File: src/rtl/uart_pkg.sv
// ============================================================================
// Module      : uart_pkg
// Description : Shared UART types and constants (receiver FSM states,
//               mid-bit sample offsets, parity modes).
// Revision    : 1.0 - initial release
// ============================================================================
`default_nettype none

package uart_pkg;

    typedef enum logic [2:0] {
        ST_IDLE     = 3'd0,
        ST_START    = 3'd1,
        ST_DATA     = 3'd2,
        ST_PARITY   = 3'd3,
        ST_STOP     = 3'd4,
        ST_BRK_WAIT = 3'd5
    } rx_state_t;

    localparam int OS_DEFAULT = 16;

    // Offsets of the three vote samples relative to OVERSAMPLE/2
    localparam int MID_LO = -1;
    localparam int MID    = 0;
    localparam int MID_HI = 1;

    localparam int PAR_EVEN = 0;
    localparam int PAR_ODD  = 1;

endpackage

`default_nettype wire

File: src/rtl/uart_rx_sync.sv
// ============================================================================
// Module      : uart_rx_sync
// Description : Two-flop synchroniser for rx plus the mid-bit sample register
//               feeding a 3-way majority vote.
// Revision    : 1.0 - initial release
// ============================================================================
`default_nettype none

module uart_rx_sync (
    input  logic clk,
    input  logic rst,
    input  logic i_rx,
    input  logic i_sample,
    output logic o_rxs,
    output logic o_vote
);

    logic [1:0] r_sync;
    logic [1:0] r_samp;

    always_ff @(posedge clk or negedge rst) begin
        if (!rst) begin
            r_sync <= 2'b11;
            r_samp <= 2'b11;
        end else begin
            r_sync <= {r_sync[0], i_rx};
            if (i_sample) begin
                r_samp <= {r_samp[0], r_sync[1]};
            end
        end
    end

    assign o_rxs = r_sync[1];

    // The third sample is the live synchronised value at the decision tick
    assign o_vote = (r_samp[1] & r_samp[0]) |
                    (r_samp[1] & o_rxs)     |
                    (r_samp[0] & o_rxs);

endmodule

`default_nettype wire

File: src/rtl/uart_rx_os.sv
// ============================================================================
// Module      : uart_rx_os
// Description : Oversampled UART receiver with majority vote, valid/ready
//               output register, frame/parity/overrun/break reporting.
//               Define UART_RX_PARITY_EN to add a parity bit to the frame.
// Revision    : 1.0 - initial release
// ============================================================================
`default_nettype none

module uart_rx_os
    import uart_pkg::*;
#(
    parameter int DATA_BITS  = 8,
    parameter int OVERSAMPLE = OS_DEFAULT,
    parameter int PARITY_ODD = PAR_EVEN
) (
    input  logic                 clk,
    input  logic                 rst,
    input  logic                 tick,
    input  logic                 rx,
    output logic [DATA_BITS-1:0] rx_data,
    output logic                 rx_valid,
    input  logic                 rx_ready,
    output logic                 parity_error,
    output logic                 stop_error,
    output logic                 overrun,
    output logic                 break_det
);

    localparam int c_SC_W = $clog2(OVERSAMPLE);
    localparam int c_BC_W = $clog2(DATA_BITS);
    localparam logic [c_SC_W-1:0] c_MID_LO  = c_SC_W'(OVERSAMPLE / 2 + MID_LO);
    localparam logic [c_SC_W-1:0] c_MID     = c_SC_W'(OVERSAMPLE / 2 + MID);
    localparam logic [c_SC_W-1:0] c_MID_HI  = c_SC_W'(OVERSAMPLE / 2 + MID_HI);
    localparam logic [c_SC_W-1:0] c_LAST_SC = c_SC_W'(OVERSAMPLE - 1);
    localparam logic [c_BC_W-1:0] c_LAST_BIT = c_BC_W'(DATA_BITS - 1);

    rx_state_t              r_state;
    rx_state_t              w_next;
    logic [c_SC_W-1:0]      r_sc;
    logic [c_BC_W-1:0]      r_bit;
    logic [DATA_BITS-1:0]   r_shift;
    logic [DATA_BITS-1:0]   r_data;
    logic                   r_valid;
    logic                   r_perr;
    logic                   r_serr;
    logic                   r_overrun;
    logic                   r_brk;

    logic w_rxs;
    logic w_vote;
    logic w_sample;
    logic w_mid;
    logic w_end;
    logic w_is_break;
    logic w_perr;
    logic w_shift_en;
    logic w_done;
    logic w_brk;
    logic w_load;
    logic w_drop;
    logic w_accept;

    assign w_sample = tick && ((r_sc == c_MID_LO) || (r_sc == c_MID));
    assign w_mid    = tick && (r_sc == c_MID_HI);
    assign w_end    = tick && (r_sc == c_LAST_SC);

    uart_rx_sync u_sync (
        .clk      (clk),
        .rst      (rst),
        .i_rx     (rx),
        .i_sample (w_sample),
        .o_rxs    (w_rxs),
        .o_vote   (w_vote)
    );

`ifdef UART_RX_PARITY_EN
    logic r_par;
    logic w_par_en;

    assign w_par_en   = (r_state == ST_PARITY) && w_mid;
    assign w_is_break = !w_vote && (r_shift == '0) && !r_par;
    assign w_perr     = ((^r_shift) ^ r_par) != (PARITY_ODD == PAR_ODD);

    always_ff @(posedge clk or negedge rst) begin
        if (!rst) begin
            r_par <= 1'b0;
        end else if (w_par_en) begin
            r_par <= w_vote;
        end
    end
`else
    assign w_is_break = !w_vote && (r_shift == '0);
    assign w_perr     = 1'b0;
`endif

    always_ff @(posedge clk or negedge rst) begin
        if (!rst) begin
            r_state <= ST_IDLE;
        end else begin
            r_state <= w_next;
        end
    end

    always_comb begin
        w_next = r_state;
        case (r_state)
            ST_IDLE: begin
                if (tick && !w_rxs) w_next = ST_START;
            end
            ST_START: begin
                if (w_mid && w_vote) w_next = ST_IDLE;
                else if (w_end)      w_next = ST_DATA;
            end
            ST_DATA: begin
                if (w_end && (r_bit == c_LAST_BIT)) begin
`ifdef UART_RX_PARITY_EN
                    w_next = ST_PARITY;
`else
                    w_next = ST_STOP;
`endif
                end
            end
`ifdef UART_RX_PARITY_EN
            ST_PARITY: begin
                if (w_end) w_next = ST_STOP;
            end
`endif
            // Stop resolves at the decision point so a following start edge is not missed
            ST_STOP: begin
                if (w_mid) w_next = w_is_break ? ST_BRK_WAIT : ST_IDLE;
            end
            ST_BRK_WAIT: begin
                if (tick && w_rxs) w_next = ST_IDLE;
            end
            default: w_next = ST_IDLE;
        endcase
    end

    always_comb begin
        w_shift_en = (r_state == ST_DATA) && w_mid;
        w_done     = (r_state == ST_STOP) && w_mid && !w_is_break;
        w_brk      = (r_state == ST_STOP) && w_mid && w_is_break;
        w_accept   = r_valid && rx_ready;
        w_load     = w_done && (!r_valid || rx_ready);
        w_drop     = w_done && r_valid && !rx_ready;
    end

    always_ff @(posedge clk or negedge rst) begin
        if (!rst) begin
            r_sc    <= '0;
            r_bit   <= '0;
            r_shift <= '0;
        end else begin
            if (r_state != w_next) begin
                r_sc <= '0;
            end else if (tick && (r_state != ST_IDLE) && (r_state != ST_BRK_WAIT)) begin
                r_sc <= (r_sc == c_LAST_SC) ? '0 : r_sc + 1'b1;
            end

            if (r_state != ST_DATA) begin
                r_bit <= '0;
            end else if (w_end) begin
                r_bit <= r_bit + 1'b1;
            end

            if (w_shift_en) begin
                r_shift <= {w_vote, r_shift[DATA_BITS-1:1]};
            end
        end
    end

    always_ff @(posedge clk or negedge rst) begin
        if (!rst) begin
            r_data    <= '0;
            r_valid   <= 1'b0;
            r_perr    <= 1'b0;
            r_serr    <= 1'b0;
            r_overrun <= 1'b0;
            r_brk     <= 1'b0;
        end else begin
            r_overrun <= w_drop;
            r_brk     <= w_brk;
            if (w_load) begin
                r_data  <= r_shift;
                r_valid <= 1'b1;
                r_perr  <= w_perr;
                r_serr  <= !w_vote;
            end else if (w_accept) begin
                r_valid <= 1'b0;
            end
        end
    end

    assign rx_data      = r_data;
    assign rx_valid     = r_valid;
    assign parity_error = r_perr;
    assign stop_error   = r_serr;
    assign overrun      = r_overrun;
    assign break_det    = r_brk;

endmodule

`default_nettype wire
File: config.mk
export PLATFORM = sky130hd
export DESIGN_NAME = uart_rx_os
export DESIGN_NICKNAME = d
export VERILOG_FILES = /design/src/rtl/uart_pkg.sv /design/src/rtl/uart_rx_sync.sv /design/src/rtl/uart_rx_os.sv
export SDC_FILE = /design/constraint.sdc
export NUM_CORES = 1
export LEC_CHECK = 0
export CORE_AREA = 10 10 76 78
export DETAILED_ROUTE_END_ITERATION = 7
export DIE_AREA = 0 0 86 88
export DONT_BUFFER_PORTS = 1
export PLACE_DENSITY = 0.66
export SYNTH_ARGS = -nofsm -noshare
export SYNTH_HDL_FRONTEND = slang
export SYNTH_SLANG_ARGS = --single-unit
File: constraint.sdc
create_clock -name clk -period 2 [get_ports clk]
set_input_delay 0.3 -clock clk [delete_from_list [all_inputs] [get_ports clk]]
set_output_delay 0.3 -clock clk [all_outputs]
set_load 0.01 [all_outputs]
==> results of run 1 <==
-- report_power, final --
part           switching (uW)  internal, uW
Clock                     254           531
Combinational             223           200
Sequential               81.4           765
Total                     558          1500
-- cell usage after synthesis (all sizes together) (2+ instances only) --
master	number
o21ai	4
nor2	7
mux2i	2
or3	2
nand2b	2
or4	2
a21oi	5
nor3b	2
dfstp	4
buf	4
nand2	11
inv	4
mux2	18
xor2	2
nor4	4
clkbuf	4
a31oi	2
ha	5
o2111ai	2
nand3b	2
o31ai	2
dfrtp	30
nand3	2
-- logic make-up after synthesis --
| logic type | after synthesis | synth area share (%) |
|---|---|---|
| buf+inv | 12 | 3.51 |
| mux | 20 | 15.1 |
| compound gates | 22 | 9.56 |
| fa+ha+maj | 6 | 4.41 |
| xor+xnor | 3 | 1.57 |
| other cells | 1 | 0.224 |
| flops | 34 | 51.1 |
| simple gates | 41 | 14.6 |
-- layer usage --
| layer | wire length [um] | part of all wire (%) | vias up |
|---|---|---|---|
| li1 | - | - | 531 |
| met1 | 1420 | 41 | 564 |
| met2 | 1760 | 50 | 32 |
| met3 | 226 | 6.5 | 7 |
| met4 | 92 | 2.6 | 0 |
| met5 | 0 | 0 | - |
-- sequential cells by signal, summed over array words and instances, names as in the netlist --
name and count:
break_det 1, overrun 1, r_bit 3, r_sc 4, r_shift 8, r_state 3
rx_data 8, rx_valid 1, stop_error 1, u_sync.r_samp 2, u_sync.r_sync 2
-- final timing paths --
check                                   end        startpoint  slack, ns
setup / recovery                 rx_data[3]        r_shift[1]       0.07
hold / removal                      overrun          rx_ready       0.22
setup reg to reg                 rx_data[3]        r_shift[1]       0.07
hold reg to reg            u_sync.r_sync[1]  u_sync.r_sync[0]       0.36
max in group asynchronous  u_sync.r_sync[1]               rst       1.31
min in group asynchronous           r_sc[2]               rst       0.44
-- layout make-up --
| class | instances | share of cell area, % |
|---|---|---|
| clock buffers | 6 | 4.09 |
| clock inverters | 2 | 2.97 |
| inverters | 4 | 0.743 |
| multi-input cells | 93 | 39.2 |
| flip-flops and latches | 34 | 42.4 |
| well taps | 52 | 3.22 |
| repair buffers | 16 | 7.43 |
-- per-stage QoR --
step | worst slack [ns] | util (%) | total power (uW)
2_1_floorplan | 0.0755 | - | 1100
3_3_place_gp | 0.0556 | 41.6 | 1190
3_5_place_dp | -0.182 | 41.6 | 1230
4_1_cts | 0.0554 | 46.0 | 2060
5_1_grt | 0.00188 | 47.1 | 2150
6_report | 0.0701 | 47.1 | 2050
-- what timing repair did --
action                     in CTS  in global routing
hold endpoints to repair       35                  0
hold buffers                    3                  0
cloned                          0                  0
gates resized for setup         2                  4
setup buffers                   0                  1
setup endpoints to repair       4                 20
pin swaps                       0                  1
-- worst max-delay path: stages (launching register included) --
cell and delay (ns):
dfrtp_1 0.41, or4_4 0.56, o31ai_4 0.33, nor2_4 0.06, buf_12 0.15, mux2_4 0.30
==> impl_metrics.csv, run 1 <==
group,metric,value,unit
run_status,run_status,"complete, no violations",
placement,place_area,1790,um^2
global_route,use_met1,10.9,%
worst_setup_path,crit_fanout,8,
cts,clockBufferDepth,2,
synth,ys_top_cells_by_area,"dfrtp_1, mux2_4, mux2_2, dfstp_2, ha_1",
synth,syn-num-nets,149,
flow_run,maxCapViolCount,0,
route,dr.pass1.iters,4,
layout,final_common_cell,"dfrtp_1",
floorplanning,start_util,39.0,%
cts,cts_buffers,5,
floorplanning,die_w,86,um
synth,yosys.area.top_type,"dfrtp_1",
layout,regArea,856,um^2
layout,design_area,2020,um^2
pwr,vdd_drop_max,327,uV
placement,dp_hpwl,2490,um
synth,ys_seq_area_share,51.1,%
synth,ys_types,47,
global_route,grt.total_usage,9.80,%
global_route,grt_overflow,0,
synth,synthFlopType,"dfrtp_1",
global_route,grt_pass1_vias,1200,
synth,async_flop_share,100,%
global_route,grt_pass1_wl,5840,um
worst_setup_path,cp.arrival,2.11,ns
route,routed_via_density,5.48,
layout,syn_to_final_growth,20.6,%
cts,clock_latency,0.29,ns
placement,numPortBuffers,0,
min_path,hold_depth,2,
sta,slew_violations,0,
sta,clock.fmax,518,MHz
floorplanning,num_io_pins,18,
sta,setup_viol,0,
layout,layout_common_cells,"dfrtp_1, buf_4, nand2_1",
min_path,hp-class,"in -> reg",
worst_setup_path,worstSetupEndpointType,"flip-flop",
cts,htreeDepth,2,
synth,synth_edf_count,0,
placement,place_inst,195,
route,antenna_left,0,
layout,finalNonFillerCells,207,
worst_setup_path,required,2.18,ns
worst_setup_path,worstSetupStartpointType,"flip-flop",
pwr,p_leak,0.000928,uW
synth,syn_area,1680,um^2
global_route,grt.busiest_layer,"met2",
global_route,antenna_found_initial,0,
sta,fin_setup_tns,0,ns
floorplanning,die_area,7570,um^2
layout,drive_gt1_share,35.5,%
floorplanning,die_h,88,um
sta,rsz0062_at_grt,"no",
worst_setup_path,crit_type,"reg -> reg",
worst_setup_path,r2r_cells,5,
layout,fill_cells,375,
synth,ys_warn_count,0,
sta,skew,0.00410,ns
global_route,grtUsageMet3,3.06,%
sta,final.period_utilization,96.5,%
route,wl_per_cell,16.9,um
global_route,use_met2,15.5,%
sta,period_needed,1.93,ns
sta,hold_ws,0.216,ns
sta,hold_viol_final,0,
pwr,power.density,1020,nW/um^2
cts,cts_tree,"done",
route,drt_iter0_drc,116,
floorplanning,fp.coreArea,4290,um^2
layout,final_nets,164,
global_route,grt_max_degree,35,
route,wl,3500,um
cts,cts_root_buf,"clkbuf_8",
layout,multi_input_area,792,um^2
floorplanning,fp-row-count,24,
placement,place_congestion,0.935,
synth,syn_avg_cell_area,12.1,um^2
cts,clkSlewWorstSetupHoldPaths,0.07,ns
layout,diodes,0,
route,drc,0,
cts,clkSinkCount,34,
synth,ys_ff_latch,34,
synth,synth_top_area_share,44.8,%
synth,postSynthCellCount,139,
route,vias,1134,
No activity file was read; power rests on OpenSTA's default activity.
==> inputs of run 2 (changes only) <==
--- a/config.mk
+++ b/config.mk
@@ -5,9 +5,10 @@
 export SDC_FILE = /design/constraint.sdc
 export NUM_CORES = 1
 export LEC_CHECK = 0
-export CORE_AREA = 10 10 76 78
+export ABC_AREA = 1
+export CORE_AREA = 10 10 77 79
 export DETAILED_ROUTE_END_ITERATION = 7
-export DIE_AREA = 0 0 86 88
+export DIE_AREA = 0 0 87 89
 export DONT_BUFFER_PORTS = 1
 export PLACE_DENSITY = 0.66
 export SYNTH_ARGS = -nofsm -noshare
==> impl_metrics.csv, run 2 <==
group,metric,value,unit
cts,cts_root_buf,"clkbuf_8",
global_route,grt_max_degree,35,
synth,syn_area,1720,um^2
route,drc,0,
worst_setup_path,ff2ff_setup_slack,0.40,ns
cts,cts_setup_buffers,0,
synth,postSynthCellCount,200,
worst_setup_path,crit_fanout,5,
min_path,hold_start,"tick",
worst_setup_path,r2r_cells,9,
placement,numPortBuffers,0,
route,wl,2910,um
pwr,p_leak,0.000915,uW
sta,hold_viol_final,0,
cts,htreeDepth,2,
floorplanning,die_area,7740,um^2
floorplanning,start_util,37.9,%
min_path,hold_depth,2,
worst_setup_path,worstSetupEndpointType,"flip-flop",
route,wl_per_cell,11.2,um
sta,slew_violations,0,
sta,skew,0.00731,ns
placement,place_area,1760,um^2
sta,setup_viol,0,
pwr,vdd_drop_max,462,uV
flow_run,maxCapViolCount,0,
cts,clkSlewWorstSetupHoldPaths,0.07,ns
worst_setup_path,reg2reg_from,"r_sc[0]",
synth,syn-num-nets,210,
cts,clock_latency,0.28,ns
sta,clock.fmax,624,MHz
layout,diodes,0,
synth,ys_warn_count,0,
layout,syn_to_final_growth,9.96,%
placement,place_congestion,0.847,
synth,ys_seq_area_share,49.7,%
min_path,hold_end,"u_sync.r_samp[0]",
worst_setup_path,crit_type,"reg -> reg",
cts,clkSinkCount,34,
layout,regArea,856,um^2
global_route,grt_pass1_vias,1136,
run_status,run_status,"complete, no violations",
synth,ys_types,25,
layout,drive_gt1_share,19.3,%
route,routed_via_density,4.51,
floorplanning,die_w,87,um
layout,fill_cells,448,
sta,final.period_utilization,80.2,%
layout,post-route-util,41.7,%
cts,cts_tree,"done",
route,drt_iter0_drc,52,
global_route,grt.total_usage,8.32,%
sta,rsz0062_at_grt,"no",
sta,period_needed,1.60,ns
synth,synthFlopType,"dfrtp_1",
worst_setup_path,required,2.21,ns
route,vias,1176,
floorplanning,num_io_pins,18,
min_path,hp-class,"in -> reg",
synth,synthMostInstantiatedCell,"nand2_1",
global_route,antenna_found_initial,0,
worst_setup_path,cp.arrival,1.81,ns
synth,synth_top_area_share,43.6,%
synth,yosys.area.top_type,"dfrtp_1",
layout,layout_common_cells,"nand2_1, dfrtp_1, inv_1",
cts,clockBufferDepth,2,
synth,ys_ff_latch,34,
layout,multi_input_area,721,um^2
pwr,power.density,842,nW/um^2
route,antenna_left,0,
sta,fin_setup_tns,0,ns
global_route,grt_overflow,0,
placement,dp_hpwl,2170,um
layout,final_common_cell,"nand2_1",
cts,cts_resized,0,
route,dr.pass1.iters,4,
layout,final_nets,216,
layout,design_area,1890,um^2
worst_setup_path,rr_endpoint,"r_sc[2]",
floorplanning,fp-row-count,25,
synth,syn_avg_cell_area,8.60,um^2
floorplanning,fp.coreArea,4540,um^2
placement,place_inst,250,
synth,async_flop_share,100,%
synth,ys_top_cells_by_area,"dfrtp_1, nand2_1, dfstp_2, inv_1, nor2_1",
floorplanning,die_h,89,um
synth,synth_edf_count,0,
synth,synthTopCellsByCount,"nand2_1, dfrtp_1, inv_1",
worst_setup_path,worstSetupStartpointType,"flip-flop",
cts,cts_buffers,5,
layout,finalNonFillerCells,261,
global_route,grt_pass1_wl,5090,um
-- run 2: repair_timing --
item	in CTS	in global routing
hold endpoints to repair	34	1
hold buffers	2	1
endpoints found under the setup margin	0	0
-- run 2: worst max-delay path: stages (launching register included) --
cell,delay (ns)
dfrtp_1,0.42
ha_1,0.21
nand3_1,0.12
nor2_2,0.20
nor2_1,0.08
nand2_2,0.07
nand4_1,0.08
nand2_1,0.09
nand3_2,0.12
nor2_1,0.12
-- run 2: worst max-delay path by stage --
stage	slack (ns)	to	startpoint	depth (start not counted)
2_1_floorplan	0.55	rx_data[7]	u_sync.r_sync[1]	10
3_3_place_gp	0.41	stop_error	u_sync.r_sync[1]	9
3_5_place_dp	0.40	r_sc[2]	r_sc[0]	9
4_1_cts	0.38	r_sc[2]	r_sc[0]	9
5_1_grt	0.21	r_shift[0]	r_sc[1]	6
6_report	0.40	r_sc[2]	r_sc[0]	9
-- run 2: layout make-up --
cell class                 instances  area share [%]
tap                               54            3.57
timing repair buffer               3            2.12
clock inverter                     2           0.661
sequential                        34            45.2
multi-input combinational        132            38.1
inverter                          30            5.95
clock buffer                       6            4.37
-- run 2: kinds of logic (layout without fill, tap and decap cells) --
family                     Yosys count  count (layout)  synth area share (%)
AOI/OAI and AO/OA                   24              24                  8.73
and+or+nand+nor                     99              99                  27.5
muxes                                2               2                  1.31
DFF                                 34              34                  49.7
buffers and inverters               34              41                  8.36
xor gates and xnor gates             1               1                 0.509
other                                1               1                 0.218
adders and majority gates            5               5                  3.64
-- run 2: layer usage --
layer	routed length (um)	GRT usage (%)	share of wire, %	vias up
met3	181	3.46	6.2	5
met2	1300	13.2	45	21
li1	-	-	-	634
met5	0	0	0	-
met1	1400	9.50	48	516
met4	35	3.98	1.2	0
-- run 2: metrics by stage --
stage / hold WS (ns) / power [uW] / setup WS [ns]
final: 0.195 / 1590 / 0.396
after global routing: 0.189 / 1710 / 0.210
after CTS: 0.00229 / 1610 / 0.380
after detailed placement: 0.00552 / 1060 / 0.403
after global placement: 0.00541 / 1060 / 0.413
after floorplan: 0.00441 / 1010 / 0.550
-- run 2: power by group --
| group | switching, uW | internal, uW |
|---|---|---|
| Combinational | 163 | 101 |
| Clock | 246 | 276 |
| Sequential | 69.0 | 737 |
==> inputs of run 3 (changes only) <==
--- a/config.mk
+++ b/config.mk
@@ -10,7 +10,7 @@
 export DETAILED_ROUTE_END_ITERATION = 7
 export DIE_AREA = 0 0 87 89
 export DONT_BUFFER_PORTS = 1
-export PLACE_DENSITY = 0.66
+export PLACE_DENSITY = 0.64
 export SYNTH_ARGS = -nofsm -noshare
 export SYNTH_HDL_FRONTEND = slang
 export SYNTH_SLANG_ARGS = --single-unit
==> constraint.sdc (replaced) <==
create_clock -name clk -period 1.6 [get_ports clk]
set_input_delay 0.24 -clock clk [delete_from_list [all_inputs] [get_ports clk]]
set_output_delay 0.24 -clock clk [all_outputs]
set_load 0.01 [all_outputs]
==> impl_metrics.csv, run 3 (same netlist as run 2, synthesis figures left out) <==
group,metric,value,unit
placement,dp_hpwl,2210,um
sta,hold_ws,0.155,ns
layout,drive_gt1_share,28.2,%
sta,clock.fmax,632,MHz
global_route,grt.total_usage,8.82,%
sta,final.period_utilization,98.9,%
global_route,grt_max_degree,35,
route,antenna_left,0,
pwr,p_int,1760,uW
worst_setup_path,cp.arrival,1.79,ns
pwr,power.density,1180,nW/um^2
cts,cts_buffers,5,
layout,design_area,2040,um^2
layout,syn_to_final_growth,18.8,%
route,drc,0,
sta,period_needed,1.58,ns
sta,skew,0.00479,ns
cts,clkSinkCount,34,
worst_setup_path,path_buf_inv,2,
global_route,grt_overflow,0,
worst_setup_path,required,1.81,ns
layout,post-route-util,45.1,%
floorplanning,die_w,87,um
worst_setup_path,crit_fanout,4,
layout,fill_cells,450,
floorplanning,fp-row-count,25,
route,dr.pass1.iters,4,
route,vias,1216,
min_path,hp-class,"in -> reg",
worst_setup_path,worstSetupEndpointType,"flip-flop",
route,wl_per_cell,11.5,um
placement,place_congestion,0.850,
layout,regArea,858,um^2
pwr,p_leak,0.000981,uW
placement,place_area,1780,um^2
sta,hold_viol_final,0,
sta,setup_viol,0,
sta,slew_violations,0,
cts,htreeDepth,2,
worst_setup_path,worstSetupStartpointType,"flip-flop",
worst_setup_path,slowest_delay,0.44,ns
cts,cts_root_buf,"clkbuf_8",
pwr,seqPwrFrac,42.8,%
worst_setup_path,path_cells,"inv_2 -> ha_4 -> nand2_4 -> inv_2 -> nand2_2 -> nor2_4 -> nand3_4 -> nand3_2 -> nand2_1 -> nand2_1 -> nand3_2 -> nor2_1",
route,drt_iter0_drc,45,
layout,final_common_cell,"nand2_1",
placement,numPortBuffers,0,
layout,layout_common_cells,"nand2_1, dfrtp_1, inv_1",
worst_setup_path,cpLargestDelayFamily,"simple AND/OR/NAND/NOR gates",
global_route,grt_pass1_wl,5450,um
cts,clock_latency,0.28,ns
route,routed_via_density,4.55,
floorplanning,num_io_pins,18,
pwr,pwr-share-comb,16.5,%
pwr,vdd_drop_max,796,uV
floorplanning,start_util,37.9,%
flow_run,maxCapViolCount,0,
worst_setup_path,crit_type,"reg -> reg",
cts,cts_tree,"done",
worst_setup_path,critPathSlowestCell,"dfrtp_2",
pwr,pwr-share-clk,40.7,%
global_route,antenna_found_initial,0,
global_route,grt_pass1_vias,1198,
floorplanning,die_h,89,um
cts,clockBufferDepth,2,
layout,diodes,0,
layout,multi_input_area,773,um^2
floorplanning,fp.coreArea,4540,um^2
layout,final_nets,222,
pwr,swShare,26.9,%
route,wl,3060,um
cts,clkSlewWorstSetupHoldPaths,0.07,ns
pwr,switchingPower,646,uW
run_status,run_status,"complete, no violations",
sta,rsz0062_at_grt,"yes",
floorplanning,die_area,7740,um^2
-- run 3: per-layer routing --
layer | vias up | part of all wire [%] | GRT usage (%)
li1 | 639 | - | -
met5 | - | 0 | 0
met4 | 0 | 1.9 | 3.98
met1 | 543 | 44 | 10.6
met2 | 26 | 46 | 13.4
met3 | 8 | 7.4 | 3.65
-- run 3: cell type report --
class,instances,area share (%)
sequential,34,42.0
multi-input combinational,132,37.8
inverter,30,5.75
timing repair buffer,9,4.16
clock buffer,6,4.04
tap,54,3.30
clock inverter,2,2.94
-- run 3: metrics by stage --
stage | total power (uW) | setup slack, ns | setup TNS [ns] | instances
final | 2410 | 0.0181 | 0 | 267
after global routing | 2540 | -0.121 | -1.02 | 267
after CTS | 2360 | 0.00772 | 0 | 264
after detailed placement | 1340 | 0.0116 | 0 | 253
after global placement | 1330 | 0.0375 | 0 | 253
after floorplan | 1260 | 0.150 | 0 | 200
-- run 3: path summary, 6_finish.rpt --
kind,slack (ns),from,cells after the start,end
worst max-delay path,0.02,r_sc[1],12,r_sc[1]
worst min register to register,0.36,u_sync.r_sync[0],0,u_sync.r_sync[1]
worst min-delay path,0.16,tick,2,u_sync.r_samp[0]
worst max register to register,0.02,r_sc[1],12,r_sc[1]
min in group asynchronous,0.41,rst,2,rx_data[4]
max in group asynchronous,0.95,rst,2,u_sync.r_sync[0]
-- run 3: power by group through the flow --
| stage | clock network (uW) | logic (uW) | registers, uW |
|---|---|---|---|
| after floorplan | 0 | 261 | 1000 |
| after global placement | 0 | 314 | 1020 |
| after detailed placement | 0 | 323 | 1020 |
| after CTS | 1000 | 353 | 1000 |
| after global routing | 1040 | 458 | 1040 |
| final | 979 | 397 | 1030 |
-- run 3: timing repair --
action | CTS | global route
buffers inserted | 0 | 3
endpoints found under the hold margin | 35 | 0
pin swaps | 0 | 6
setup endpoints to repair | 1 | 13
gates resized for setup | 1 | 20
hold buffers | 3 | 0
cloned | 0 | 0
